File: config.mk
export PLATFORM = sky130hd
export DESIGN_NAME = gshare_branch_predictor
export DESIGN_NICKNAME = d
export VERILOG_FILES = /design/src/rtl/gshare_branch_predictor.sv
export SDC_FILE = /design/constraint.sdc
export NUM_CORES = 2
export LEC_CHECK = 0
export BUFFER_PORTS_ARGS = -buffer_cell sky130_fd_sc_hd__clkbuf_2
export CAP_MARGIN = 20
export CORE_ASPECT_RATIO = 0.5
export CORE_UTILIZATION = 56
export CTS_CLUSTER_SIZE = 25
export DETAILED_ROUTE_END_ITERATION = 16
export GPL_TIMING_DRIVEN = 0
export HOLD_SLACK_MARGIN = 0.05
export PLACE_DENSITY = 0.84
export REMOVE_ABC_BUFFERS = 1
export SYNTH_ARGS = -nofsm -noshare
export SYNTH_HDL_FRONTEND = slang
export SYNTH_SLANG_ARGS = --single-unit
File: constraint.sdc
create_clock -name clk -period 20.1 [get_ports clk]
set_clock_uncertainty 0.2 [all_clocks]
set_input_delay 4.02 -clock clk [delete_from_list [all_inputs] [get_ports clk]]
set_output_delay 4.02 -clock clk [all_outputs]
set_load 0.02 [all_outputs]
File: src/rtl/gshare_branch_predictor.sv
// gshare direction predictor (PC xor global history) with a tagged direct-mapped BTB.
// Define BP_PERF_CNT_EN to build the resolve/mispredict performance counters.
module gshare_branch_predictor #(
  parameter int unsigned BHT_IDX_W = 8,
  parameter int unsigned GHR_W     = 8,
  parameter int unsigned BTB_IDX_W = 4
) (
  input  logic                 clk,
  input  logic                 rst,
  input  logic [31:0]          lookup_pc,
  input  logic                 lookup_is_ctrl,
  output logic                 pred_taken,
  output logic [31:0]          pred_target,
  output logic                 btb_hit,
  output logic [BHT_IDX_W-1:0] lookup_idx,
  input  logic                 upd_valid,
  input  logic [31:0]          upd_pc,
  input  logic [BHT_IDX_W-1:0] upd_idx,
  input  logic                 upd_is_jump,
  input  logic                 upd_taken,
  input  logic [31:0]          upd_target,
  input  logic                 upd_mispredict,
  output logic [31:0]          perf_updates,
  output logic [31:0]          perf_mispredicts
);

  localparam int unsigned PHT_N = 1 << BHT_IDX_W;
  localparam int unsigned BTB_N = 1 << BTB_IDX_W;
  localparam int unsigned TAG_W = 32 - BTB_IDX_W - 2;

  logic [1:0]           pht_q [PHT_N];
  logic [1:0]           pht_d;
  logic [GHR_W-1:0]     ghr_q, ghr_d;
  logic [BTB_N-1:0]     btb_vld_q, btb_jmp_q;
  logic [TAG_W-1:0]     btb_tag_q [BTB_N];
  logic [31:0]          btb_tgt_q [BTB_N];

  logic [BTB_IDX_W-1:0] lk_bidx, up_bidx;
  logic [TAG_W-1:0]     lk_tag, up_tag;
  logic                 upd_br, btb_wr;

  // Lookup path: purely combinational off the registered tables
  assign lookup_idx  = lookup_pc[BHT_IDX_W+1:2] ^ BHT_IDX_W'(ghr_q);
  assign lk_bidx     = lookup_pc[BTB_IDX_W+1:2];
  assign lk_tag      = lookup_pc[31:BTB_IDX_W+2];
  assign btb_hit     = btb_vld_q[lk_bidx] && (btb_tag_q[lk_bidx] == lk_tag);
  assign pred_target = btb_hit ? btb_tgt_q[lk_bidx] : 32'd0;
  assign pred_taken  = lookup_is_ctrl && btb_hit &&
                       (btb_jmp_q[lk_bidx] || pht_q[lookup_idx][1]);

  assign upd_br  = upd_valid && !upd_is_jump;
  assign btb_wr  = upd_valid && (upd_is_jump || upd_taken);
  assign up_bidx = upd_pc[BTB_IDX_W+1:2];
  assign up_tag  = upd_pc[31:BTB_IDX_W+2];

  // Saturating counter step and history shift for a resolved conditional branch
  always_comb begin
    pht_d = pht_q[upd_idx];
    ghr_d = ghr_q;
    if (upd_br) begin
      if (upd_taken) begin
        if (pht_d != 2'd3) pht_d = pht_d + 2'd1;
      end else begin
        if (pht_d != 2'd0) pht_d = pht_d - 2'd1;
      end
      ghr_d = GHR_W'({ghr_q, upd_taken});
    end
  end

  always_ff @(posedge clk or posedge rst) begin
    if (rst) begin
      for (int unsigned i = 0; i < PHT_N; i++) pht_q[i] <= 2'b01;
      ghr_q <= '0;
    end else begin
      if (upd_br) pht_q[upd_idx] <= pht_d;
      ghr_q <= ghr_d;
    end
  end

  always_ff @(posedge clk or posedge rst) begin
    if (rst) begin
      btb_vld_q <= '0;
      btb_jmp_q <= '0;
    end else if (btb_wr) begin
      btb_vld_q[up_bidx] <= 1'b1;
      btb_jmp_q[up_bidx] <= upd_is_jump;
    end
  end

  // Tag/target payload needs no reset: qualified by the valid bit
  always_ff @(posedge clk) begin
    if (btb_wr) begin
      btb_tag_q[up_bidx] <= up_tag;
      btb_tgt_q[up_bidx] <= upd_target;
    end
  end

`ifdef BP_PERF_CNT_EN
  logic [31:0] perf_upd_q, perf_mis_q;

  always_ff @(posedge clk or posedge rst) begin
    if (rst) begin
      perf_upd_q <= '0;
      perf_mis_q <= '0;
    end else if (upd_valid) begin
      if (perf_upd_q != 32'hFFFF_FFFF) perf_upd_q <= perf_upd_q + 32'd1;
      if (upd_mispredict && (perf_mis_q != 32'hFFFF_FFFF)) perf_mis_q <= perf_mis_q + 32'd1;
    end
  end

  assign perf_updates     = perf_upd_q;
  assign perf_mispredicts = perf_mis_q;

  logic unused_c;
  assign unused_c = ^{lookup_pc[1:0], upd_pc[1:0]};
`else
  assign perf_updates     = 32'd0;
  assign perf_mispredicts = 32'd0;

  logic unused_c;
  assign unused_c = ^{lookup_pc[1:0], upd_pc[1:0], upd_mispredict};
`endif

endmodule

==> results.md <==
- Outcome: finished clean
- Dominant synthesized flop cell: sky130_fd_sc_hd__edfxtp_1
- # setup viols final: 0
- Worst setup slack for register-to-register paths: 15.07 ns
- Series of cell instances along the critical path: clkbuf_8 -> buf_16 -> buf_16 -> buf_16 -> mux4_2 -> mux4_2 -> xnor2_1 -> nand4_1 -> or4_1 -> nor4_4 -> buf_8 -> buf_6 -> buf_6 -> and2_1 -> clkbuf_2
- Number of flops mapped to enable cells by yosys: 928
- Number of flip-flops and latches in the synthesized netlist: 1,480
- Origin of the critical flop-to-flop path: pht_q[5]
- Number of antenna violations at the first check in global routing: 22
- Hold_sp: pht_q[300]
- Kind of start point of the critical path: input pin
- Starting density of the core: 0.570
- Cell accounting for the most synthesized area: sky130_fd_sc_hd__edfxtp_1
- Number of buffers added to fix hold violations after cts: 0
- Total number of vias: 39,800
- Tightest hold margin: 0.267 ns
- Timing endpoint of the critical path: pred_target[28]
- Remaining antenna violation count: 0
- Rows: 86
- Origin of the worst setup path: lookup_pc[2]
- Worst slack, placed: 5.90 ns
- Maximum vdd drop: 0.0581 mV
- Maximum level of the CTS H-tree: 4
- R2r worst-path depth: 12
- Levels on crit path: 15
- Number of buffers inserted during clock tree synthesis: 132
- Setup repair after global routing missed its margin: false
- Post-layout instance area: 71,700 µm²
- Number of warning messages in the yosys log: 0
- Routed length per placed instance: 31.2 µm
- Full die area: 114,000 µm²
- Proportion of layout cells with a drive suffix above 1: 0.298
- Worst path required time: 15.88 ns
- Count of endpoints failing hold in the final timing report: 0
- Post-route insts no fill: 5,856
- Part of the Yosys area used for sequential elements: 0.664
- Type of the most critical hold path: register to register
- CTS Buffer Depth: 3
- Slew @ Worst Pin: 1.19 ns
- Instance count of the mapped netlist: 4,058
- Share of synthesized flip-flops with an asynchronous set or reset: 0.373
- CP bufs+invs: 8
- FILL cells: 6,964
- Dpl cells: 5,595
- Root cell of the clock tree: sky130_fd_sc_hd__clkbuf_16
- Placement-stage cell area: 67,400 µm²
- Maximum clock rate: 70.2 MHz
- Via count of the first global-routing pass: 40,400
- Gr usage total: 0.319
- Static Leakage: 24.8 nW
- Crit-path leading delay family: buffers and inverters
- Post_cts resized: 0
- Critical-path cell with the highest stage delay: sky130_fd_sc_hd__or4_1
- DRT Wirelength: 183 mm
- Global-route wire length before repair: 266 mm
- Post-CTS Setup Repair Bufs: 0
- Capturing point of the worst reg2reg path: pht_q[285]
- Top cells by area, synth: sky130_fd_sc_hd__edfxtp_1 (44%), sky130_fd_sc_hd__mux4_2 (17%), sky130_fd_sc_hd__dfrtp_1 (12%)
- First-pass iteration count of the detailed router: 6
- Largest stage delay on the critical path: 0.81 ns
- Final period utilization: 0.709
- Placed wire-length estimate: 107 mm
- Count of input and output buffers: 147
- Vertical die dimension: 240 µm
- Number of sinks driven by the clock tree: 1,480
- Weighted congestion at the end of routability-driven global placement: 0.871
- Layout-stage area growth over the synthesis result: 13.3%
- Max-slew violation count: 0
- Number of violations reported at the end of detailed-routing iteration 0: 5,958
- Top cells by count, synth: sky130_fd_sc_hd__edfxtp_1 (928), sky130_fd_sc_hd__nand2_1 (830), sky130_fd_sc_hd__o21ai_0 (509)
- Die X: 477 µm
- Net count of the finished layout: 4,347
- Tightest slew margin relative to the limit: 0.208
- Cell Pwr Density: 91.1 nW/µm²
- Dominant cell by count in the synthesized netlist: sky130_fd_sc_hd__edfxtp_1
- Placeable core region: 111,000 µm²
- Number of top-level pins: 217
- Count of max-cap constraint violations: 0
- Register clock-pin slew on the reported worst setup and hold paths: 0.06 ns
- Endpoint kind of the worst setup timing path: output port
- Overflow left after global routing: 0
- Kind of critical path: input pin to output port
- Clock insertion delay at the later pin of the skew report: 0.77 ns
- Synthesized area: 63,300 µm²
- Largest net degree at the start of global routing: 146
- Instance count along the most critical hold path: 2
- Critical path data arrival time: 10.02 ns
- Via density: 6.80
- CP dominant cell by count: sky130_fd_sc_hd__buf_16
- Maximum fanout along the worst path: 68
- Setup WS post-layout: 5.86 ns
- Proportion of netlist area held by the largest area contributor: 0.440
- TritonCTS clock tree: yes
- Final period demand of the worst path: 14.24 ns
- Number of distinct library cell variants in the gate-level netlist after synthesis: 68
- Sum of internal, switching and leakage power: 0.00653 W
- DRC: 0
- Synth Area per Inst: 15.6 µm²
==> per-layer routing <==
layer | global-route usage | vias to the layer above | part of all wire
met1 | 0.397 | 20100 | 0.33
met3 | 0.0822 | 701 | 0.12
li1 | - | 15800 | -
met2 | 0.513 | 3253 | 0.48
met5 | 0.00378 | - | 0.00012
met4 | 0.185 | 4 | 0.061
==> worst register-to-register path: stages, from the launching register on <==
cell                       delay, ns
sky130_fd_sc_hd__dfrtp_1        0.41
sky130_fd_sc_hd__mux4_2         0.48
sky130_fd_sc_hd__o211ai_1       0.40
sky130_fd_sc_hd__nand2b_1       0.25
sky130_fd_sc_hd__nand4_1        0.22
sky130_fd_sc_hd__nor4_1         0.88
sky130_fd_sc_hd__a31oi_1        0.31
sky130_fd_sc_hd__a211oi_4       0.74
sky130_fd_sc_hd__buf_8          0.28
sky130_fd_sc_hd__buf_8          0.19
sky130_fd_sc_hd__buf_16         0.18
sky130_fd_sc_hd__buf_8          0.20
sky130_fd_sc_hd__a31oi_1        0.12
==> cells in the final DEF, fill, tap and decap left out, drive strengths merged, types with 30 or more instances in the layout <==
cell type	synthesis	final
xnor2	30	30
mux2i	80	80
o21ai	517	517
and2	40	40
dfrtp	296	296
clkinv	1	32
nand2	830	830
dfstp	256	256
conb	1	64
edfxtp	928	928
buf	179	141
nor2	37	37
mux4	477	477
clkbuf	128	339
==> kinds of logic after synthesis <==
group | Yosys count | share of synthesized area
xor gates and xnor gates | 34 | 0.00471
other | 1 | 0.0000593
and+or+nand+nor | 1037 | 0.0682
adders and majority gates | 1 | 0.000178
DFF | 1480 | 0.664
AOI/OAI and AO/OA | 610 | 0.0522
muxes | 577 | 0.186
buffers and inverters | 318 | 0.0249
==> state kept, by name (all words and copies together) (netlist names) <==
signal     cells
btb_tag_q    416
ghr_q          8
btb_jmp_q     16
pht_q        512
btb_tgt_q    512
btb_vld_q     16
==> report_power, final <==
group | internal (W) | switching [W]
clock network | 0.00139 | 0.00119
registers | 0.00332 | 0.0000443
logic | 0.000225 | 0.000356
==> how the worst min path moves through the flow <==
stage,end,slack (ns)
3_3_place_gp,btb_vld_q[3],0.24
6_report,pht_q[300],0.27
3_5_place_dp,btb_vld_q[5],0.25
2_1_floorplan,btb_vld_q[3],0.23
4_1_cts,pht_q[304],0.27
5_1_grt,pht_q[314],0.28
==> metrics by stage <==
step / utilization / TNS (ns)
2_1_floorplan: - / 0
3_3_place_gp: 0.582 / -1688.42
3_5_place_dp: 0.607 / 0
4_1_cts: 0.645 / 0
5_1_grt: 0.646 / 0
6_report: 0.646 / 0
==> cell type report <==
cell class / count / area (µm²) / share of cell area
flip-flops and latches: 1480 / 42000 / 0.586
clock inverters: 45 / 452 / 0.00630
diodes: 21 / 52.6 / 0.000733
inverters: 11 / 56.3 / 0.000785
well taps: 1496 / 1870 / 0.0261
clock buffers: 192 / 3770 / 0.0525
repair buffers: 288 / 3250 / 0.0453
multi-input cells: 2323 / 20200 / 0.282
(Power assumes the default switching activity.)
